`config.mk`:
```
export PLATFORM = sky130hd
export DESIGN_NAME = unidade_controle_multiciclo
export DESIGN_NICKNAME = d
export VERILOG_FILES = /design/src/rtl/unidade_controle_multiciclo.sv
export SDC_FILE = /design/constraint.sdc
export NUM_CORES = 1
export LEC_CHECK = 0
export BUFFER_PORTS_ARGS = -buffer_cell sky130_fd_sc_hd__buf_4
export CAP_MARGIN = 20
export CORE_MARGIN = 3
export CORE_UTILIZATION = 55
export DETAILED_ROUTE_END_ITERATION = 10
export PLACE_DENSITY = 0.85
export SLEW_MARGIN = 20
export SYNTH_ARGS = -nofsm -noshare
export SYNTH_HDL_FRONTEND = slang
export SYNTH_SLANG_ARGS = --single-unit
```
`constraint.sdc`:
```
create_clock -name clock -period 3.7 [get_ports clock]
set_clock_uncertainty 0.05 [all_clocks]
set_input_delay 0.185 -clock clock [delete_from_list [all_inputs] [get_ports clock]]
set_output_delay 0.185 -clock clock [all_outputs]
set_load 0.1 [all_outputs]
```
`src/rtl/unidade_controle_multiciclo.sv`:
```
// Multicycle control FSM for the RV64 datapath: sequences IR/PC/register/memory
// strobes and mux selects per instruction class, with run control, trap and retire count.
module unidade_controle_multiciclo #(
    parameter int unsigned EXEC_CYCLES      = 1,
    parameter int unsigned MEM_CYCLES       = 1,
    parameter int unsigned CNT_W            = 32,
    parameter int unsigned ZERO_REG_PROTECT = 1
) (
    input  logic             clock,
    input  logic             reset_n,
    input  logic             run,
    input  logic [6:0]       opcode,
    input  logic [4:0]       rd,
    input  logic             flag,
    output logic             weIR,
    output logic             wePC,
    output logic             weReg,
    output logic             weMem,
    output logic             sinalMux1,
    output logic             sinalMux2,
    output logic             pc_sel,
    output logic             illegal,
    output logic [3:0]       estado,
    output logic [CNT_W-1:0] retired
);

    localparam int unsigned MAXC = (EXEC_CYCLES > MEM_CYCLES) ? EXEC_CYCLES : MEM_CYCLES;
    localparam int unsigned CW   = (MAXC > 1) ? $clog2(MAXC) : 1;
    localparam logic [CW-1:0] EXEC_LOAD = CW'(EXEC_CYCLES - 1);
    localparam logic [CW-1:0] MEM_LOAD  = CW'(MEM_CYCLES - 1);

    typedef enum logic [3:0] {
        S_IDLE   = 4'd0,
        S_FETCH  = 4'd1,
        S_DECODE = 4'd2,
        S_EXEC   = 4'd3,
        S_MEM    = 4'd4,
        S_WB     = 4'd5,
        S_PCUPD  = 4'd6,
        S_TRAP   = 4'd7
    } state_t;

    typedef enum logic [2:0] {
        C_R      = 3'd0,
        C_IALU   = 3'd1,
        C_LOAD   = 3'd2,
        C_STORE  = 3'd3,
        C_BRANCH = 3'd4
    } class_t;

    state_t           state_q, state_d;
    class_t           class_q, class_d;
    logic [CW-1:0]    cnt_q, cnt_d;
    logic             btaken_q, btaken_d;
    logic [CNT_W-1:0] retired_q, retired_d;

    always_ff @(posedge clock or negedge reset_n) begin
        if (!reset_n) begin
            state_q   <= S_IDLE;
            class_q   <= C_R;
            cnt_q     <= '0;
            btaken_q  <= 1'b0;
            retired_q <= '0;
        end else begin
            state_q   <= state_d;
            class_q   <= class_d;
            cnt_q     <= cnt_d;
            btaken_q  <= btaken_d;
            retired_q <= retired_d;
        end
    end

    always_comb begin
        state_d   = state_q;
        class_d   = class_q;
        cnt_d     = cnt_q;
        btaken_d  = btaken_q;
        retired_d = retired_q;
        case (state_q)
            S_IDLE:   if (run) state_d = S_FETCH;
            S_FETCH:  state_d = S_DECODE;
            S_DECODE: begin
                state_d = S_EXEC;
                cnt_d   = EXEC_LOAD;
                case (opcode)
                    7'b0110011: class_d = C_R;
                    7'b0010011: class_d = C_IALU;
                    7'b0000011: class_d = C_LOAD;
                    7'b0100011: class_d = C_STORE;
                    7'b1100011: class_d = C_BRANCH;
                    default:    state_d = S_TRAP;
                endcase
            end
            S_EXEC: begin
                if (cnt_q == '0) begin
                    // flag is only sampled here, so pc_sel never sees it combinationally
                    btaken_d = (class_q == C_BRANCH) && flag;
                    case (class_q)
                        C_LOAD, C_STORE: begin
                            state_d = S_MEM;
                            cnt_d   = MEM_LOAD;
                        end
                        C_BRANCH: state_d = S_PCUPD;
                        default:  state_d = S_WB;
                    endcase
                end else begin
                    cnt_d = cnt_q - 1'b1;
                end
            end
            S_MEM: begin
                if (cnt_q == '0) state_d = (class_q == C_LOAD) ? S_WB : S_PCUPD;
                else             cnt_d   = cnt_q - 1'b1;
            end
            S_WB:     state_d = S_PCUPD;
            S_PCUPD: begin
                retired_d = retired_q + CNT_W'(1);
                state_d   = run ? S_FETCH : S_IDLE;
            end
            S_TRAP:   state_d = S_TRAP;
            default:  state_d = S_IDLE;
        endcase
    end

    always_comb begin
        weIR      = (state_q == S_FETCH);
        wePC      = (state_q == S_PCUPD);
        weReg     = (state_q == S_WB) && !((ZERO_REG_PROTECT != 0) && (rd == 5'd0));
        weMem     = (state_q == S_MEM) && (class_q == C_STORE) && (cnt_q == '0);
        sinalMux1 = ((state_q == S_EXEC) || (state_q == S_MEM) ||
                     (state_q == S_WB)   || (state_q == S_PCUPD)) &&
                    ((class_q == C_R) || (class_q == C_BRANCH));
        sinalMux2 = (state_q == S_WB) && (class_q == C_LOAD);
        pc_sel    = (state_q == S_PCUPD) && btaken_q;
        illegal   = (state_q == S_TRAP);
        estado    = state_q;
        retired   = retired_q;
    end

endmodule

```
== After elaboration in Yosys (flattened, before gate mapping) ==
Index checks and enable logic that the tools add are counted.
Operators by class
  bitwise gates (word level): 1
  reduce and logical (&&, ||, !) cells: 23
  $add $sub $neg: 2
  mux-type cells: 11
  eq/ne operators: 18
Operators by type and width (count)
  32-bit by 1-bit adder with 32-bit output (second input constant): 1
  4-bit case mux with 8 select lines: 1
  4-bit by 3-bit equality test with 1-bit output (second input constant): 4
  3-bit case mux with 5 select lines: 1
  7-bit by 6-bit equality test with 1-bit output (second input constant): 2
  4-bit 2-to-1 mux: 3
  4-bit by 2-bit equality test with 1-bit output (second input constant): 2
  7-bit by 2-bit equality test with 1-bit output (second input constant): 1
  7-bit by 5-bit equality test with 1-bit output (second input constant): 1
  7-bit equality test (second input constant): 1
  1-bit logical AND: 7
  3-bit by 2-bit equality test with 1-bit output (second input constant): 2
  2-bit != test (second input constant): 3
  5-bit logical NOT: 1
  5-bit nonzero test: 1
  5-bit OR reduction: 1
  4-bit by 1-bit equality test with 1-bit output (second input constant): 1
  4-bit logical NOT: 1
  1-bit logical OR: 4
  2-bit case mux with 2 select lines: 1
  2-bit AND reduction: 2
  2-bit OR reduction: 2
  3-bit equality test (second input constant): 1
  3-bit logical NOT: 1
  9 further kinds: 10
Word-level totals
  register bits: 41
  word-level logic and storage cells: 60
  output and inout bits: 44
  input bits: 16

== Logic depth before layout (Yosys ltp) ==
  depth in word-level cells: 5
  gate-level depth with buffers: 6

== Least setup slack after synthesis ==
OpenSTA, ideal clock, no wires.
  path type: flip-flop to output port
  from: reg state_q[1], in the netlist estado[1]
  to: out sinalMux1
  setup slack: -74 ps
  arrival: 3539 ps
  required time: 3465 ps
  stages on the path, launching flop included: 5
  path through: dfrtp_1 > clkbuf_1 > nand2_1 > xor2_1 > nor3_1
Between the ends
  longest elaborated chain between the ends: 5
  elaborated cells on any way between the ends: 8
RTL lines
  start: declaration: line 51  | state_t state_q, state_d;
  start signal: assignment: line 65  | state_q <= state_d;
  4-bit by 2-bit equality test with 1-bit output or 4-bit by 3-bit equality test with 1-bit output (tied branches): line 129  | sinalMux1 = ((state_q == S_EXEC) || (state_q == S_MEM) ||
  1-bit logical OR (2 in a row): line 129
  1-bit logical OR *: line 130  | (state_q == S_WB) || (state_q == S_PCUPD)) &&
  1-bit logical AND *: line 130
  end: declaration: line 19  | output logic sinalMux1,
Every way passes the cells marked *; elsewhere a longest branch is shown, timed or not.

== Final worst setup path ==
  from: reg state_q[2], in the netlist estado[2]
  to: reg retired_q[25], in the netlist retired[25]
Between the ends
  longest elaborated chain between the ends: 1
RTL lines
  4-bit by 3-bit equality test with 1-bit output: line 79  | case (state_q)
  end signal: assignment: line 69  | retired_q <= retired_d;
  end: declaration: line 55  | logic [CNT_W-1:0] retired_q, retired_d;
Every way passes these cells.
A chain may end at the register's enable or synchronous reset.

==> qor.json <==
{
  "core": {"value": 3440, "unit": "sq um"},
  "synth.yosys.warnings": {"value": 0},
  "global_route.usage.met2": {"value": 35.3, "unit": "%"},
  "crit_path_max_fanout": {"value": 16},
  "yosys_register_bits": {"value": 39},
  "critPathArrivalTime": {"value": 2230, "unit": "ps"},
  "globalRouteMet1Util": {"value": 27.9, "unit": "%"},
  "post_route_cells_drive_above_1_share": {"value": 29.1, "unit": "%"},
  "drtAntennaViolNets": {"value": 0},
  "synth_top_area_cell": {"value": "dfrtp_1"},
  "area_of_the_multi_input_gates": {"value": 1000, "unit": "sq um"},
  "core.rowCount": {"value": 21},
  "clk_pin_slew": {"value": 80, "unit": "ps"},
  "holdCritPathClass": {"value": "in2reg"},
  "synthCells": {"value": 202},
  "start_util": {"value": 59.1, "unit": "%"},
  "antenna_found_initial": {"value": 0},
  "placement.io_buffers": {"value": 58},
  "grt_pass1_wl": {"value": 7350, "unit": "um"},
  "ctsRootBufferMaster": {"value": "clkbuf_8"},
  "required": {"value": 3860, "unit": "ps"},
  "instances_no_fill": {"value": 307},
  "die_area": {"value": 4460, "unit": "sq um"},
  "violation_count_after_the_first_detailed_route_iteration": {"value": 78},
  "grt_overflow_total": {"value": 0},
  "final_net_count": {"value": 277},
  "setup_violations": {"value": 0},
  "setup.worst_path.class": {"value": "reg2reg"},
  "fin_tns_setup": {"value": 0, "unit": "ps"},
  "synth_enable_flop_cells": {"value": 0},
  "synthDistinctLibCells": {"value": 39},
  "detailed_place_hpwl": {"value": 3300, "unit": "um"},
  "cellPowerDensity": {"value": 711, "unit": "nW/um^2"},
  "yosys-top-cells-area": {"value": "dfrtp_1, xor2_1, xnor2_1"},
  "period_share": {"value": 55.9, "unit": "%"},
  "placedCellCount": {"value": 298},
  "clk_path_buf_depth": {"value": 2},
  "die_h": {"value": 66.8, "unit": "um"},
  "cts_resized": {"value": 0},
  "max_capacitance_violation_total": {"value": 0},
  "asyncSetResetFlopFracSynth": {"value": 100, "unit": "%"},
  "dpl-instance-area": {"value": 2500, "unit": "sq um"},
  "gr-usage-met3": {"value": 5.40, "unit": "%"},
  "vias": {"value": 1687},
  "design_area": {"value": 2610, "unit": "sq um"},
  "synth.yosys.seq_area_share": {"value": 48.0, "unit": "%"},
  "irDropWorstVdd": {"value": 0.650, "unit": "mV"},
  "drv_slew": {"value": 0},
  "seq_area": {"value": 976, "unit": "sq um"},
  "status": {"value": "complete, no violations"},
  "layout_min_cycle_time": {"value": 2070, "unit": "ps"},
  "dr.pass1.iters": {"value": 4},
  "track_usage": {"value": 21.5, "unit": "%"},
  "fin_util": {"value": 75.8, "unit": "%"},
  "viasPerCell": {"value": 5.50},
  "hold_violations": {"value": 0},
  "design_power_total": {"value": 1.86, "unit": "mW"},
  "antenna_cells_inserted": {"value": 0},
  "most_common_cell_after_layout_fill_and_taps_aside": {"value": "buf_4"},
  "routabilityCongestion": {"value": 0.805},
  "fillCellCount": {"value": 263},
  "syn-cell-area": {"value": 2030, "unit": "sq um"},
  "first_global_vias": {"value": 1579},
  "rsz_0062_raised_after_global_routing": {"value": "no"},
  "drt-total-wl": {"value": 4430, "unit": "um"},
  "worstSetupStartpointType": {"value": "flip-flop"},
  "clk_latency": {"value": 290, "unit": "ps"},
  "dominantRegCellSynth": {"value": "dfrtp_1"},
  "syn-mean-instance-area": {"value": 10.1, "unit": "sq um"},
  "achievable-frequency": {"value": 484, "unit": "MHz"},
  "grt_start_max_net_pins": {"value": 40},
  "cts_htree_levels": {"value": 2},
  "cts_tree": {"value": "yes"},
  "synth_largest_type_area_fraction": {"value": 48.0, "unit": "%"},
  "syn-num-nets": {"value": 219},
  "fp.dieW": {"value": 66.8, "unit": "um"},
  "setup.worst_path.end_class": {"value": "flip-flop"},
  "boundaryPins": {"value": 60},
  "power_leakage": {"value": 1.32, "unit": "nW"},
  "drt-wirelength-per-cell": {"value": 14.4, "unit": "um"},
  "route.detailed.drc": {"value": 0},
  "top_usage_layer": {"value": "met2"},
  "final_cell_mix": {"value": "buf_4, dfrtp_1, xor2_1"},
  "synthToLayoutAreaGrowth": {"value": 28.3, "unit": "%"},
  "cts_num_sinks": {"value": 39},
  "tritoncts.num_buffers": {"value": 5}
}
## flip-flops by register name, indices dropped and copies added, names as in the netlist
signal / count
estado: 3
class_q: 3
retired: 32
btaken_q: 1
## timing repair
action,CTS,global route
hold buffers,1,0
setup buffers,0,0
hold endpoints to repair,39,0
## cells by family after synthesis
kind of cell               count (synthesis)  synth area share [%]
other                                      1                 0.184
xor gates and xnor gates                  32                  13.8
DFF                                       39                  48.0
and+or+nand+nor                           97                  28.8
muxes                                      2                  1.11
buffers and inverters                     14                  2.89
adders and majority gates                  1                 0.615
AOI/OAI and AO/OA                         16                  4.67
## routing by layer
metal / routed length [um] / share of wire (%)
met5: 0 / 0
met1: 2050 / 46
met2: 2120 / 48
met4: 25 / 0.56
met3: 231 / 5.2
## layout make-up
cell class | count | share of cell area (%)
Multi-Input combinational cell | 149 | 38.5
Clock inverter | 1 | 0.288
Timing Repair Buffer | 59 | 17.1
Inverter | 6 | 0.863
Tap cell | 46 | 2.21
Sequential cell | 39 | 37.4
Clock buffer | 7 | 3.69
## path summary, 6_finish.rpt
check / slack, ps / endpoint / cells past startpoint / startpoint
max: 1630 / retired[25] / 4 / estado[2]
min: 50 / class_q[1] / 2 / opcode[4]
max reg2reg: 1630 / retired[25] / 4 / estado[2]
min reg2reg: 430 / retired[31] / 1 / retired[31]
max in group asynchronous: 2920 / retired[23] / 2 / reset_n
min in group asynchronous: 350 / retired[9] / 2 / reset_n
## metrics by stage
step | setup WS [ps] | hold WS, ps
6_report | 1630 | 47.7
3_3_place_gp | 1790 | 131
4_1_cts | 1650 | 42.5
5_1_grt | 1440 | 66.4
3_5_place_dp | 1670 | 132
2_1_floorplan | 10.3 | -161
## synthesized netlist by cell type (3+ instances only)
cell,instances
nor3_1,17
nand3_1,9
nand2_1,19
clkbuf_1,5
and4_1,3
xor2_1,22
o21ai_0,5
and2_1,3
nor2_1,15
a21oi_1,6
xnor2_1,10
nor4_1,4
nand4_1,4
or4_1,3
dfrtp_1,39
inv_1,6
## report_power, final
group	switching (mW)	internal (mW)
logic	0.721	0.216
registers	0.119	0.486
clock network	0.144	0.169
## worst max-delay path, stage by stage, from the launching register on
cell and delay [ps]:
dfrtp_1 610, and3b_1 420, nand4_2 330, nor4_1 390
xor2_1 200
Note: power is estimated with default switching activity, not from simulation.
